[src/rtl/neuron_pkg.sv]
// Shared types and constants for the neuron accumulator control path.
// Data width follows the project-wide DATAWIDTH define from param_def.sv.
`ifndef DATAWIDTH
`define DATAWIDTH 8
`endif

package neuron_pkg;

  localparam int unsigned W = `DATAWIDTH + 2;
  localparam logic [W-1:0] MAG_MAX = '1;

  typedef enum logic [1:0] {
    IDLE  = 2'd0,
    ACCUM = 2'd1,
    DONE  = 2'd2
  } state_t;

  typedef struct packed {
    logic         sign;
    logic [W-1:0] mag;
  } sm_t;

endpackage

[src/rtl/accumulator.sv]
// Magnitude adder/subtractor: o = a + b when s=0, o = a - b when s=1.
// Wraps modulo 2^W; callers detect overflow by comparing o against a.
module accumulator
  import neuron_pkg::*;
(
  input  logic [W-1:0] a,
  input  logic [W-1:0] b,
  input  logic         s,
  output logic [W-1:0] o
);

  always_comb begin
    o = '0;
    if (s) o = a - b;
    else   o = a + b;
  end

endmodule

[src/rtl/neuron_acc_ctrl.sv]
// Sign-magnitude sequencing for one dot product: orders operands so the larger
// magnitude drives A, tracks the running sum and hands the result downstream.
module neuron_acc_ctrl
  import neuron_pkg::*;
#(
  parameter int unsigned MAX_TERMS = 64,
  parameter int unsigned CW        = $clog2(MAX_TERMS + 1)
) (
  input  logic          clk,
  input  logic          rst_n,
  input  logic          start,
  input  logic [CW-1:0] len,
  input  logic          in_valid,
  output logic          in_ready,
  input  logic          in_sign,
  input  logic [W-1:0]  in_mag,
  output logic          out_valid,
  input  logic          out_ready,
  output logic          out_sign,
  output logic [W-1:0]  out_mag,
  output logic          out_sat
);

  state_t        state;
  sm_t           sum;
  logic [CW-1:0] cnt;
  logic          sat;

  logic [W-1:0]  op_a;
  logic [W-1:0]  op_b;
  logic          op_s;
  logic [W-1:0]  add_o;
  logic          pre_sign;
  logic          wrap;
  sm_t           nxt;

  // Larger magnitude always on A so subtraction can never borrow.
  always_comb begin
    op_a     = sum.mag;
    op_b     = in_mag;
    op_s     = 1'b0;
    pre_sign = sum.sign;
    if (in_sign != sum.sign) begin
      op_s = 1'b1;
      if (in_mag > sum.mag) begin
        op_a     = in_mag;
        op_b     = sum.mag;
        pre_sign = in_sign;
      end
    end
  end

  accumulator u_acc (
    .a (op_a),
    .b (op_b),
    .s (op_s),
    .o (add_o)
  );

  always_comb begin
    wrap     = !op_s && (add_o < op_a);
    nxt.mag  = wrap ? MAG_MAX : add_o;
    nxt.sign = (nxt.mag == '0) ? 1'b0 : pre_sign;
  end

  always_ff @(posedge clk or negedge rst_n) begin
    if (!rst_n) begin
      state <= IDLE;
      sum   <= '0;
      cnt   <= '0;
      sat   <= 1'b0;
    end else begin
      case (state)
        IDLE: begin
          if (start) begin
            sum   <= '0;
            sat   <= 1'b0;
            cnt   <= len;
            state <= (len != '0) ? ACCUM : DONE;
          end
        end
        ACCUM: begin
          if (in_valid) begin
            sum <= nxt;
            cnt <= cnt - CW'(1);
            if (wrap) sat <= 1'b1;
            if (cnt == CW'(1)) state <= DONE;
          end
        end
        DONE: begin
          if (out_ready) state <= IDLE;
        end
        default: state <= IDLE;
      endcase
    end
  end

  assign in_ready  = (state == ACCUM);
  assign out_valid = (state == DONE);
  assign out_sign  = sum.sign;
  assign out_mag   = sum.mag;
  assign out_sat   = sat;

endmodule

[config.mk]
export PLATFORM = sky130hd
export DESIGN_NAME = neuron_acc_ctrl
export DESIGN_NICKNAME = d
export VERILOG_FILES = /design/src/rtl/neuron_pkg.sv /design/src/rtl/accumulator.sv /design/src/rtl/neuron_acc_ctrl.sv
export SDC_FILE = /design/constraint.sdc
export NUM_CORES = 1
export LEC_CHECK = 0
export ABC_CLOCK_PERIOD_IN_PS = 6200
export CAP_MARGIN = 20
export CORE_MARGIN = 2
export CORE_UTILIZATION = 35
export CTS_BUF_LIST = sky130_fd_sc_hd__clkbuf_8
export DETAILED_ROUTE_END_ITERATION = 8
export HOLD_SLACK_MARGIN = 0.12
export PLACE_DENSITY_LB_ADDON = 0.15
export SLEW_MARGIN = 20
export SYNTH_ARGS = -nofsm -noshare
export SYNTH_HDL_FRONTEND = slang
export SYNTH_SLANG_ARGS = --single-unit
export TNS_END_PERCENT = 1
[constraint.sdc]
create_clock -name clk -period 6.2 [get_ports clk]
set_input_delay 1.24 -clock clk [delete_from_list [all_inputs] [get_ports clk]]
set_output_delay 1.24 -clock clk [all_outputs]
set_load 0.01 [all_outputs]
# [After elaboration in Yosys (flattened, before gate mapping)]
# Cells that the tools add are included.
[word_totals] reg_bits=21
[classes] add_sub_neg=3 n_lt_le_gt_ge=2 n_eq_ne=11 n_mux=26 n_reduce_logical=10
[op_table] operator="10-bit two-way mux" n=6
[op_table] operator="11-bit two-way mux" n=2
[op_table] operator="11-bit one-hot mux with 2 select lines" n=1
[op_table] operator="7-bit two-way mux" n=2
[op_table] operator="7-bit one-hot mux with 2 select lines" n=1
[op_table] operator="10-bit adder" n=1
[op_table] operator="10-bit > comparator" n=1
[op_table] operator="10-bit logical NOT" n=1
[op_table] operator="10-bit < comparator" n=1
[op_table] operator="2-bit two-way mux" n=5
[op_table] operator="10-bit subtractor" n=1
[op_table] operator="4-bit AND reduction" n=2
[op_table] operator="7-bit by 1-bit equality test with 1-bit output, second input constant" n=1
[op_table] operator="1-bit two-way mux" n=7
[op_table] operator="7-bit nonzero test" n=1
[op_table] operator="7-bit by 1-bit subtractor with 7-bit output, second input constant" n=1
[op_table] operator="2-bit by 1-bit != test with 1-bit output, second input constant" n=3
[op_table] operator="3-bit by 1-bit != test with 1-bit output, second input constant" n=2
[op_table] operator="2-bit one-hot mux with 3 select lines" n=1
[op_table] operator="5-bit AND reduction" n=1
[op_table] operator="2-bit != test, second input constant" n=2
[op_table] operator="3-bit AND reduction" n=1
[op_table] operator="2-bit by 1-bit equality test with 1-bit output, second input constant" n=1
[op_table] operator="2-bit equality test, second input constant" n=1
[op_table] operator="6 further kinds" n=6

# [Depth between registers and ports, before layout]
# Gate-level depths: netlist of run 1.
[logic_depth] ltp_word=12 ltp_mapped=28

# [Cells and area by module]
# Synthesis of run 1 repeated with hierarchy kept, for this count alone.
[hier_totals] hier_cells=293 hier_area_um2=2399.8
[modules_own_cells] mod="neuron_acc_ctrl" instances=1 cells_per_inst=211 area_each_um2=1815.5 seq_area_each_um2=525.5
[modules_own_cells] mod="accumulator" instances=1 cells_per_inst=82 area_each_um2=584.3 seq_area_each_um2=0.0

# [Least setup slack after synthesis of run 1]
# OpenSTA, ideal clock, no wires.
[synth_path] path_kind="in2reg" from="input port in_mag[4]" to="register sum, in the netlist out_sign" setup_ps=128 arrival_ps=6417 required_ps=6072 slack_ps=-345 stages=27 n_path_buf=1 cell_sequence="ha_1 nand4_1 a221oi_1 nor4_2 nor2_1 clkbuf_1 nor2_1 a21oi_1 ha_1 a21oi_1 xor2_1 ha_1 and4_2 o31ai_1 or2_2 a311o_1 xnor2_1 ha_1 o211ai_1 o21a_1 a31oi_1 a31oi_1 or4_1 a21oi_1 nand4b_1 o2111ai_1 nand3_1"
[synth_between] elab_chain_cells=12
[synth_lines] element="start: declaration" line_no="neuron_acc_ctrl.sv:16" source="input logic [W-1:0] in_mag,"
[synth_lines] element="10-bit > comparator" line_no="neuron_acc_ctrl.sv:45" source="if (in_mag > sum.mag) begin"
[synth_lines] element="10-bit two-way mux" line_no="neuron_acc_ctrl.sv:45"
[synth_lines] element="10-bit two-way mux" line_no="neuron_acc_ctrl.sv:43" source="if (in_sign != sum.sign) begin"
[synth_lines] element="10-bit adder / 10-bit subtractor (equally long branches)" line_no="accumulator.sv:15, accumulator.sv:14"
[synth_lines] element="10-bit two-way mux" line_no="accumulator.sv:14" source="if (s) o = a - b;"
[synth_lines] element="10-bit < comparator" line_no="neuron_acc_ctrl.sv:61" source="wrap = !op_s && (add_o < op_a);"
[synth_lines] element="1-bit logical AND" line_no="neuron_acc_ctrl.sv:61"
[synth_lines] element="10-bit two-way mux" line_no="neuron_acc_ctrl.sv:62" source="nxt.mag = wrap ? MAG_MAX : add_o;"
[synth_lines] element="10-bit logical NOT" line_no="neuron_acc_ctrl.sv:63" source="nxt.sign = (nxt.mag == '0) ? 1'b0 : pre_sign;"
[synth_lines] element="1-bit two-way mux" line_no="neuron_acc_ctrl.sv:63"
[synth_lines] element="11-bit two-way mux" line_no="neuron_acc_ctrl.sv:83" source="if (in_valid) begin"
[synth_lines] element="11-bit one-hot mux with 2 select lines" line_no="neuron_acc_ctrl.sv:73" source="case (state)"
[synth_lines] element="end signal: assignment" line_no="neuron_acc_ctrl.sv:84" source="sum <= nxt;"
[synth_lines] element="end: declaration" line_no="neuron_acc_ctrl.sv:25" source="sm_t sum;"
# Parallel ways exist; a longest one is shown, timed or not. The select of a mux whose other input is x is not followed.
# A chain may end at the register's enable or synchronous reset.

# [Final worst setup path of run 1]
[layout_path] from="input port in_mag[7]" to="register sum, in the netlist out_sign"
# The elaborated chain is that of the path after synthesis.

==> results of run 1 <==
==> cells in the mapped netlist (all sizes together) (3+ instances only) <==
cell type	count
o21a	3
nand2	16
o21ai	17
a21oi	36
ha	31
a21o	9
nor3	9
nand2b	5
nor2b	6
or3	3
or4	3
xor2	9
o31ai	3
o2111ai	3
xnor2	7
dfrtp	21
nand3	8
nand4	4
nor4	3
a31oi	8
nor2	45
inv	28
o22ai	9
clkbuf	7
==> worst max-delay path, stage by stage <==
cell	delay, ps
buf_8	100
ha_4	230
nand4_1	230
a221oi_4	60
or4_4	520
nand2_4	100
nor2_2	40
a21oi_2	180
ha_4	190
a21oi_2	60
xor2_1	160
ha_1	320
and4_4	220
o31ai_4	70
or2_4	230
a311o_1	350
xnor2_2	150
ha_1	300
o211ai_1	100
o21a_1	190
a31oi_1	170
a31oi_1	120
or4_1	430
a21oi_2	120
nand4b_1	150
o2111ai_1	210
nand3_1	100
==> cells by family (layout without fill, tap and decap cells) <==
kind of cell	after synthesis	count (layout)
XOR/XNOR	16	16
adder cells (fa/ha/maj)	32	32
flip-flops	21	21
buffers and inverters	37	157
multiplexers	1	1
AND/OR/NAND/NOR	111	111
AO/OA/AOI/OAI	100	100
==> metrics by stage <==
step	hold slack (ps)	instances
floorplan	463	318
global placement	491	493
detailed placement	507	493
CTS	528	513
global route	586	518
finish	529	518
==> sequential cells by signal, summed over array words and instances, names as in the netlist <==
name	flops
out_sign	1
out_sat	1
cnt	7
out_mag	10
state	2
==> routing by layer <==
layer	vias up	GRT usage (%)	part of all wire [%]
li1	1394	-	-
met1	1328	27.4	43
met2	94	40.5	51
met5	-	0	0
met4	0	5.26	1.3
met3	15	1.61	4.5
==> area by class of cell <==
type,instances,area [µm²]
inverters,28,105
clock buffers,3,41.3
clock inverters,1,5.00
well taps,80,100
repair buffers,125,1040
flip-flops and latches,21,526
fillers,608,2850
multi-input cells,260,2050
==> worst max-delay path by stage <==
stage          slack (ps)      start  cells past startpoint        to
5_1_grt              -210  in_mag[7]                     28  out_sign
3_5_place_dp         -710  in_mag[7]                     27  out_sign
6_report               20  in_mag[7]                     27  out_sign
3_3_place_gp         -560  in_mag[7]                     27  out_sign
2_1_floorplan        -130  in_mag[4]                     27  out_sign
4_1_cts               -60  in_mag[9]                     28  out_sign
==> repair_timing <==
item	in CTS	in global routing
buffers inserted	17	6
gates resized for setup	87	17
pin swaps	36	31
endpoints found under the hold margin	0	0
setup endpoints to repair	8	1
gates cloned	0	0
==> layout by cell type, fill, tap and decap left out, types with 4 or more instances in the layout <==
cell type,netlist,final
a21o_1,7,7
a21oi_1,35,28
a21oi_2,1,8
a31oi_1,8,7
buf_4,0,88
buf_6,2,7
clkdlybuf4s50_1,0,25
dfrtp_1,21,21
ha_1,31,18
ha_4,0,12
inv_1,28,26
nand2_1,16,14
nand2b_1,5,4
nand3_1,8,8
nand4_1,4,4
nor2_1,45,40
nor2b_1,6,6
nor3_1,9,9
o21ai_0,17,13
o22ai_1,9,9
xnor2_1,7,6
xor2_1,9,9
==> results.txt, run 1 <==
R2r worst-path depth = 28
DRC errors left = 0
Router iterations before antenna repair = 5
RSZ-0062 raised after global routing = true
Hold_sp = cnt[5]
Startpoint types = primary input
Largest cells by area after synthesis = dfrtp_1, ha_1, a21oi_1, nor2_1, inv_1
Final Worst Setup Slack = 16.0 ps
First-pass GRT wire length = 13,100 µm
NumNets Final = 494
Initial antenna violation count = 0
Ys Warns = 0
Mapped Cells = 318
Num rows = 30
Setup total negative slack = 0 ps
GRT overflow = 0
Post-DP HPWL = 6220 µm
Die X = 86.9 µm
Seq cells post-synth = 21
Share of flip-flops with an asynchronous set or reset = 100%
Status = completed
Initial Utilization = 35.8%
CTS tree = done
IO Count = 37
Synth Area in Simple Gates = 22.8%
Critical Path RT = 6350 ps
Setup violators final = 0
Compound-cell area share of the yosys netlist = 25.7%
Max-Cap Viols = 0
Post-Syn Nets = 373
Worst relative slew slack = 67.4%
Worst Path Arrival = 6330 ps
Worst r2r src = out_mag[4]
RePlAce Congestion = 0.855
Area leader, netlist = dfrtp_1
Die area = 7550 µm²
# H-tree levels = 1
Core Util, Final = 57.5%
I/O Buffers = 36
Crit Path Max Fanout = 3
Vias per cell = 5.47
Clk sink count = 21
CTS Buf Count = 3
CTS Hold Bufs = 0
Proportion of layout cells with a drive suffix above 1 = 34.5%
FF-to-FF setup slack = 420 ps
RR Endpoint = out_sign
Minimum clock period = 6180 ps
Die Y = 86.9 µm
Area delta synth->final = 60.9%
Clock Skew = 1.15 ps
Commonest register cell after synthesis = dfrtp_1
Clk buf depth = 2
Number of antenna diodes = 0
Worst-Skew Late Latency = 260 ps
Number of flops mapped to enable cells by yosys = 0
Mux contribution to synthesized area = 0.416%
Max Fclk = 162 MHz
Measured slew at the worst slew-check pin = 490 ps
Synth Area in XOR/XNOR = 5.83%
Number of global-route vias before repair = 2,800
Min-Delay Endpoint = cnt[5]
Initial DRC Count = 156
Final period util = 99.7%
Kind of critical path = primary input to flip-flop
Syn_area_per_cell = 7.56 µm²
Clock-pin slew on the worst setup and hold paths = 80 ps
Seq/Total Area, Yosys = 21.9%
Post-Place Worst Slack = -714 ps
Total global-route track usage = 21.9%
Post-Route WL = 8190 µm
Post-DP Area = 3350 µm²
Mapped cell area = 2400 µm²
Wire length per cell = 15.8 µm
Post-Synth Adder-Cell Area = 17.0%
Hold Violations, Final = 0
Fin. max-slew vios = 0
Synth top area share = 21.9%
Fin area = 3870 µm²
Antenna Nets Post-Route = 0
CP Capture Type = flip-flop
Hold crit path type = flip-flop to flip-flop
Via count = 2,831
Core area = 6720 µm²
Root buffer cell = clkbuf_8
Largest family of logic cells by synthesized area = compound AO/OA/AOI/OAI gates
Largest net degree at the start of global routing = 22
Distinct cell type count after synthesis = 48
Hold path depth = 2
Power of run 1 is left out: the tool's default activity adds up to more than one toggle a clock period on the data nets, which glitch-free logic cannot reach.
==> run 2, diff against run 1 <==
--- a/config.mk
+++ b/config.mk
@@ -7,9 +7,10 @@
 export LEC_CHECK = 0
 export ABC_CLOCK_PERIOD_IN_PS = 6200
 export CAP_MARGIN = 20
-export CORE_MARGIN = 2
+export CORE_MARGIN = 10
 export CORE_UTILIZATION = 35
 export CTS_BUF_LIST = sky130_fd_sc_hd__clkbuf_8
+export CTS_CLUSTER_SIZE = 30
 export DETAILED_ROUTE_END_ITERATION = 8
 export HOLD_SLACK_MARGIN = 0.12
 export PLACE_DENSITY_LB_ADDON = 0.15
==> results.txt, run 2 (same netlist as run 1, synthesis figures left out) <==
Crit-path leading delay family = simple AND/OR/NAND/NOR gates
Final period util = 99.0% (-0.78 points)
Proportion of layout cells with a drive suffix above 1 = 32.6% (-1.8 points)
Hold crit path type = flip-flop to flip-flop
Router iterations before antenna repair = 4 (-1)
Root buffer cell = clkbuf_8
Number of global-route vias before repair = 2,757 (-1.5%)
Worst hold margin = 516 ps (-12.6 ps)
Hold Violations, Final = 0 (unchanged)
Initial Utilization = 35.8% (unchanged)
Post-DP HPWL = 6480 µm (+4.2%)
CTS tree = done
Antenna Nets Post-Route = 0 (unchanged)
Crit Path Max Fanout = 3 (unchanged)
I/O Buffers = 36 (unchanged)
Worst Path Arrival = 6280 ps (-50 ps)
Vias per cell = 5.39 (-1.3%)
Most frequent cells in the layout = buf_4, nor2_1, a21oi_1, inv_1, clkdlybuf4s50_1
Max-Cap Viols = 0 (unchanged)
Critical Path Max Stage Delay = 520 ps (about the same)
Storage element area = 526 µm² (unchanged)
Clock-pin slew on the worst setup and hold paths = 80 ps (about the same)
Worst-Skew Late Latency = 260 ps (about the same)
IO Count = 37 (unchanged)
Die area = 10,600 µm² (+40%)
# H-tree levels = 1 (unchanged)
NumNets Final = 488 (-1.2%)
CTS Buf Count = 3 (unchanged)
Total global-route track usage = 16.0% (-5.8 points)
Via count = 2,761 (-2.5%)
Clk buf depth = 2 (unchanged)
Largest register FFs = 10 (unchanged)
Slowest cell on the critical path = or4_4
Clock Skew = 2.95 ps (+1.80 ps)
Area delta synth->final = 57.7%
Startpoint types = primary input
WP buf/inv = 2 (+1)
Kind of critical path = primary input to flip-flop
Status = completed
RePlAce Congestion = 0.878 (+2.7%)
Wire length per cell = 16.7 µm (+5.7%)
Setup violators final = 0 (unchanged)
DRC errors left = 0 (unchanged)
First-pass GRT wire length = 13,500 µm (+2.8%)
GRT overflow = 0 (unchanged)
Core area = 6720 µm² (unchanged)
Area of the multi-input gates = 2030 µm² (-1.1%)
Initial antenna violation count = 0 (unchanged)
RSZ-0062 raised after global routing = true
Initial DRC Count = 81 (-48%)
Num rows = 30 (unchanged)
Fin. max-slew vios = 0 (unchanged)
Die X = 103 µm (+18%)
Number of antenna diodes = 0 (unchanged)
Largest net degree at the start of global routing = 22 (unchanged)
Max Fclk = 163 MHz (+0.79%)
Worst relative slew slack = 34.5% (-33 points)
Post-Route WL = 8560 µm (+4.4%)
Filler Cell Count = 624 (+2.6%)
CP Capture Type = flip-flop
Measured slew at the worst slew-check pin = 979 ps (+490 ps)
Critical Path RT = 6340 ps (about the same)
Die Y = 103 µm (+18%)
Commonest non-fill, non-tap cell in the layout = buf_4
Clk sink count = 21 (unchanged)
Minimum clock period = 6140 ps (-48.6 ps)
run 2: changes by cell type in the layout (fill, tap and decap cells not counted), sizes merged:
cell           change
buf                -8
clkdlybuf4s15      +1
clkdlybuf4s50      +1
run 2: repair_timing:
item	4_1_cts	5_1_grt
buffers inserted	18	3
gates resized for setup	83	14
setup endpoints to repair	12	4
gates cloned	0	0
hold buffers	0	0
pin swaps	35	25
run 2: through the flow:
stage,std cells,utilization [%],setup WS [ps],instance area (µm²),TNS (ps)
floorplan,318,-,-131,2430,-131
global placement,488,49.3,-635,3310,-2980
detailed placement,488,49.3,-713,3310,-3720
CTS,509,55.4,-47.7,3720,-47.7
global route,512,56.4,-149,3790,-149
finish,512,56.4,64.6,3790,0
run 2: final timing paths:
kind                       endpoint  startpoint  cells after the start  slack, ps
setup / recovery           out_sign   in_mag[9]                     28         60
hold / removal              out_sat     out_sat                      2        520
setup reg to reg           out_sign  out_mag[5]                     27        460
hold reg to reg             out_sat     out_sat                      2        520
max in group asynchronous    cnt[1]       rst_n                      1       4090
min in group asynchronous    cnt[3]       rst_n                      1       1520
run 2: layer usage:
metal	up-vias	part of all wire [%]	wire, µm	global-route usage, %
li1	1374	-	-	-
met1	1315	43	3700	19.0
met5	-	0	0	0
met2	58	49	4230	28.9
met3	14	4.5	389	2.35
met4	0	2.7	235	5.13
run 2: final cells by class:
type / count / area share (%)
multi-input cells: 260 / 53.4
repair buffers: 119 / 26.0
inverters: 28 / 2.77
clock buffers: 3 / 1.09
well taps: 80 / 2.64
flip-flops and latches: 21 / 13.9
clock inverters: 1 / 0.132
run 2: worst reg2reg max path, cell delays in order (launching register included):
cell	delay, ps
dfrtp_1	430
inv_1	240
ha_4	260
nand4_1	180
a221oi_4	120
or4_4	520
nand2_4	110
nor2_4	40
a21oi_2	130
ha_2	230
nor2_2	40
xor2_1	150
ha_1	330
and4_4	250
o31ai_4	70
or2_4	230
a311o_1	350
xnor2_2	150
ha_1	300
o211ai_1	90
o21a_1	170
a31oi_1	150
a31oi_1	120
or4_1	430
a21oi_2	120
nand4b_1	130
o2111ai_1	190
nand3_1	90
Power of run 2 is left out for the same reason.
==> run 3, diff against run 2 <==
--- a/config.mk
+++ b/config.mk
@@ -14,7 +14,7 @@
 export DETAILED_ROUTE_END_ITERATION = 8
 export HOLD_SLACK_MARGIN = 0.12
 export PLACE_DENSITY_LB_ADDON = 0.15
-export SLEW_MARGIN = 20
+export SETUP_SLACK_MARGIN = 0.1
 export SYNTH_ARGS = -nofsm -noshare
 export SYNTH_HDL_FRONTEND = slang
 export SYNTH_SLANG_ARGS = --single-unit
==> results.txt, run 3 (same netlist as run 1, synthesis figures left out) <==
Max Fclk = 162 MHz (-0.84%)
Crit Path Max Fanout = 4 (+1)
Num rows = 30 (unchanged)
Max-Cap Viols = 0 (unchanged)
Filler Cell Count = 636 (+1.9%)
Post-Route WL = 8390 µm (-1.9%)
Hold crit path type = flip-flop to flip-flop
Kind of critical path = primary input to flip-flop
RSZ-0062 raised after global routing = true
Most frequent cells in the layout = buf_4, nor2_1, a21oi_1, inv_1, clkdlybuf4s50_1
Worst relative slew slack = 34.3% (-0.24 points)
GRT overflow = 0 (unchanged)
Number of antenna diodes = 0 (unchanged)
Area of the multi-input gates = 1980 µm² (-2.2%)
Worst-Skew Late Latency = 260 ps (about the same)
Largest register FFs = 10 (unchanged)
Final period util = 99.8% (+0.83 points)
RePlAce Congestion = 0.878 (unchanged)
Slowest cell on the critical path = or4_1
Core area = 6720 µm² (unchanged)
Initial antenna violation count = 0 (unchanged)
Router iterations before antenna repair = 4 (unchanged)
CTS Hold Bufs = 0 (unchanged)
Critical Path RT = 6340 ps (about the same)
Storage element area = 526 µm² (unchanged)
R2r worst-path depth = 28 (+3.7%)
RR Endpoint = out_sign
Layout Cells excl Fill = 511 (-0.20%)
Die area = 10,600 µm² (unchanged)
I/O Buffers = 36 (unchanged)
NumNets Final = 487 (-0.20%)
DRC errors left = 0 (unchanged)
Hold path depth = 2 (unchanged)
Initial DRC Count = 124 (+53%)
Placed cell count = 488 (unchanged)
Startpoint types = primary input
Hold_sp = out_sat
Clk buf depth = 2 (unchanged)
Die Y = 103 µm (unchanged)
Crit-path leading delay family = compound AO/OA/AOI/OAI gates
Proportion of layout cells with a drive suffix above 1 = 31.6% (-1.1 points)
Total global-route track usage = 16.0% (-0.060 points)
Fin. max-slew vios = 0 (unchanged)
Worst r2r src = out_mag[5]
Vias per cell = 5.38 (-0.28%)
CTS tree = done
Wire length per cell = 16.4 µm (-1.7%)
FF-to-FF setup slack = 460 ps (about the same)
WP buf/inv = 2 (unchanged)
CTS Buf Count = 3 (unchanged)
Commonest non-fill, non-tap cell in the layout = buf_4
Clock Skew = 0.867 ps (-2.08 ps)
Post-DP HPWL = 6480 µm (unchanged)
Min-Delay Endpoint = out_sat
Worst Path Arrival = 6330 ps (+50 ps)
# H-tree levels = 1 (unchanged)
IO Count = 37 (unchanged)
Number of global-route vias before repair = 2,764 (+0.25%)
Clk sink count = 21 (unchanged)
Antenna Nets Post-Route = 0 (unchanged)
Area delta synth->final = 55.9%
Critical Path Max Stage Delay = 430 ps (-90 ps)
Via count = 2,748 (-0.47%)
Root buffer cell = clkbuf_8
Status = completed
CP Capture Type = flip-flop
Hold Violations, Final = 0 (unchanged)
Setup violators final = 0 (unchanged)
Die X = 103 µm (unchanged)
Clock-pin slew on the worst setup and hold paths = 80 ps (about the same)
First-pass GRT wire length = 13,500 µm (unchanged)
Measured slew at the worst slew-check pin = 983 ps (+3.64 ps)
Largest net degree at the start of global routing = 22 (unchanged)
Minimum clock period = 6190 ps (+51.7 ps)
Initial Utilization = 35.8% (unchanged)
-- run 3: worst min-delay path, stage by stage, from the launching register on --
cell and delay (ps):
dfrtp_1 360, a31oi_1 50, nor2_1 70
-- run 3: what timing repair did --
| action | in CTS | in global routing |
|---|---|---|
| buffers inserted | 17 | 2 |
| endpoints found under the setup margin | 12 | 12 |
| resized for setup | 78 | 10 |
| gates cloned | 0 | 0 |
| pin swaps | 35 | 11 |
-- run 3: per-stage QoR --
step	utilization, %	setup slack [ps]	cell area, µm²	hold slack [ps]	TNS, ps
3_3_place_gp	49.3	-635	3310	490	-2980
3_5_place_dp	49.3	-713	3310	504	-3720
6_report	55.8	12.9	3750	520	0
5_1_grt	55.8	-211	3750	570	-211
2_1_floorplan	-	-131	2430	463	-131
4_1_cts	54.9	-50.2	3690	524	-50.2
-- run 3: cell type report --
cell class | instances | share of cell area, %
multi-input cells | 260 | 52.9
clock inverters | 1 | 0.134
repair buffers | 118 | 26.4
well taps | 80 | 2.67
flip-flops and latches | 21 | 14.0
inverters | 28 | 2.80
clock buffers | 3 | 1.10
-- run 3: how the worst max path moves through the flow --
stage,from,to,cells after the start
2_1_floorplan,in_mag[4],out_sign,27
3_3_place_gp,in_mag[9],out_sign,28
3_5_place_dp,in_mag[9],out_sign,29
4_1_cts,in_mag[4],out_sign,28
5_1_grt,in_mag[0],out_sign,33
6_report,in_mag[4],out_sign,28
-- run 3: metal layers --
layer | wire length, µm | vias to the layer above | global-route usage [%]
met5 | 0 | - | 0
met4 | 206 | 0 | 4.17
met3 | 438 | 15 | 2.08
met2 | 4150 | 71 | 29.2
met1 | 3600 | 1284 | 19.1
li1 | - | 1378 | -
Power of run 3 is left out for the same reason.
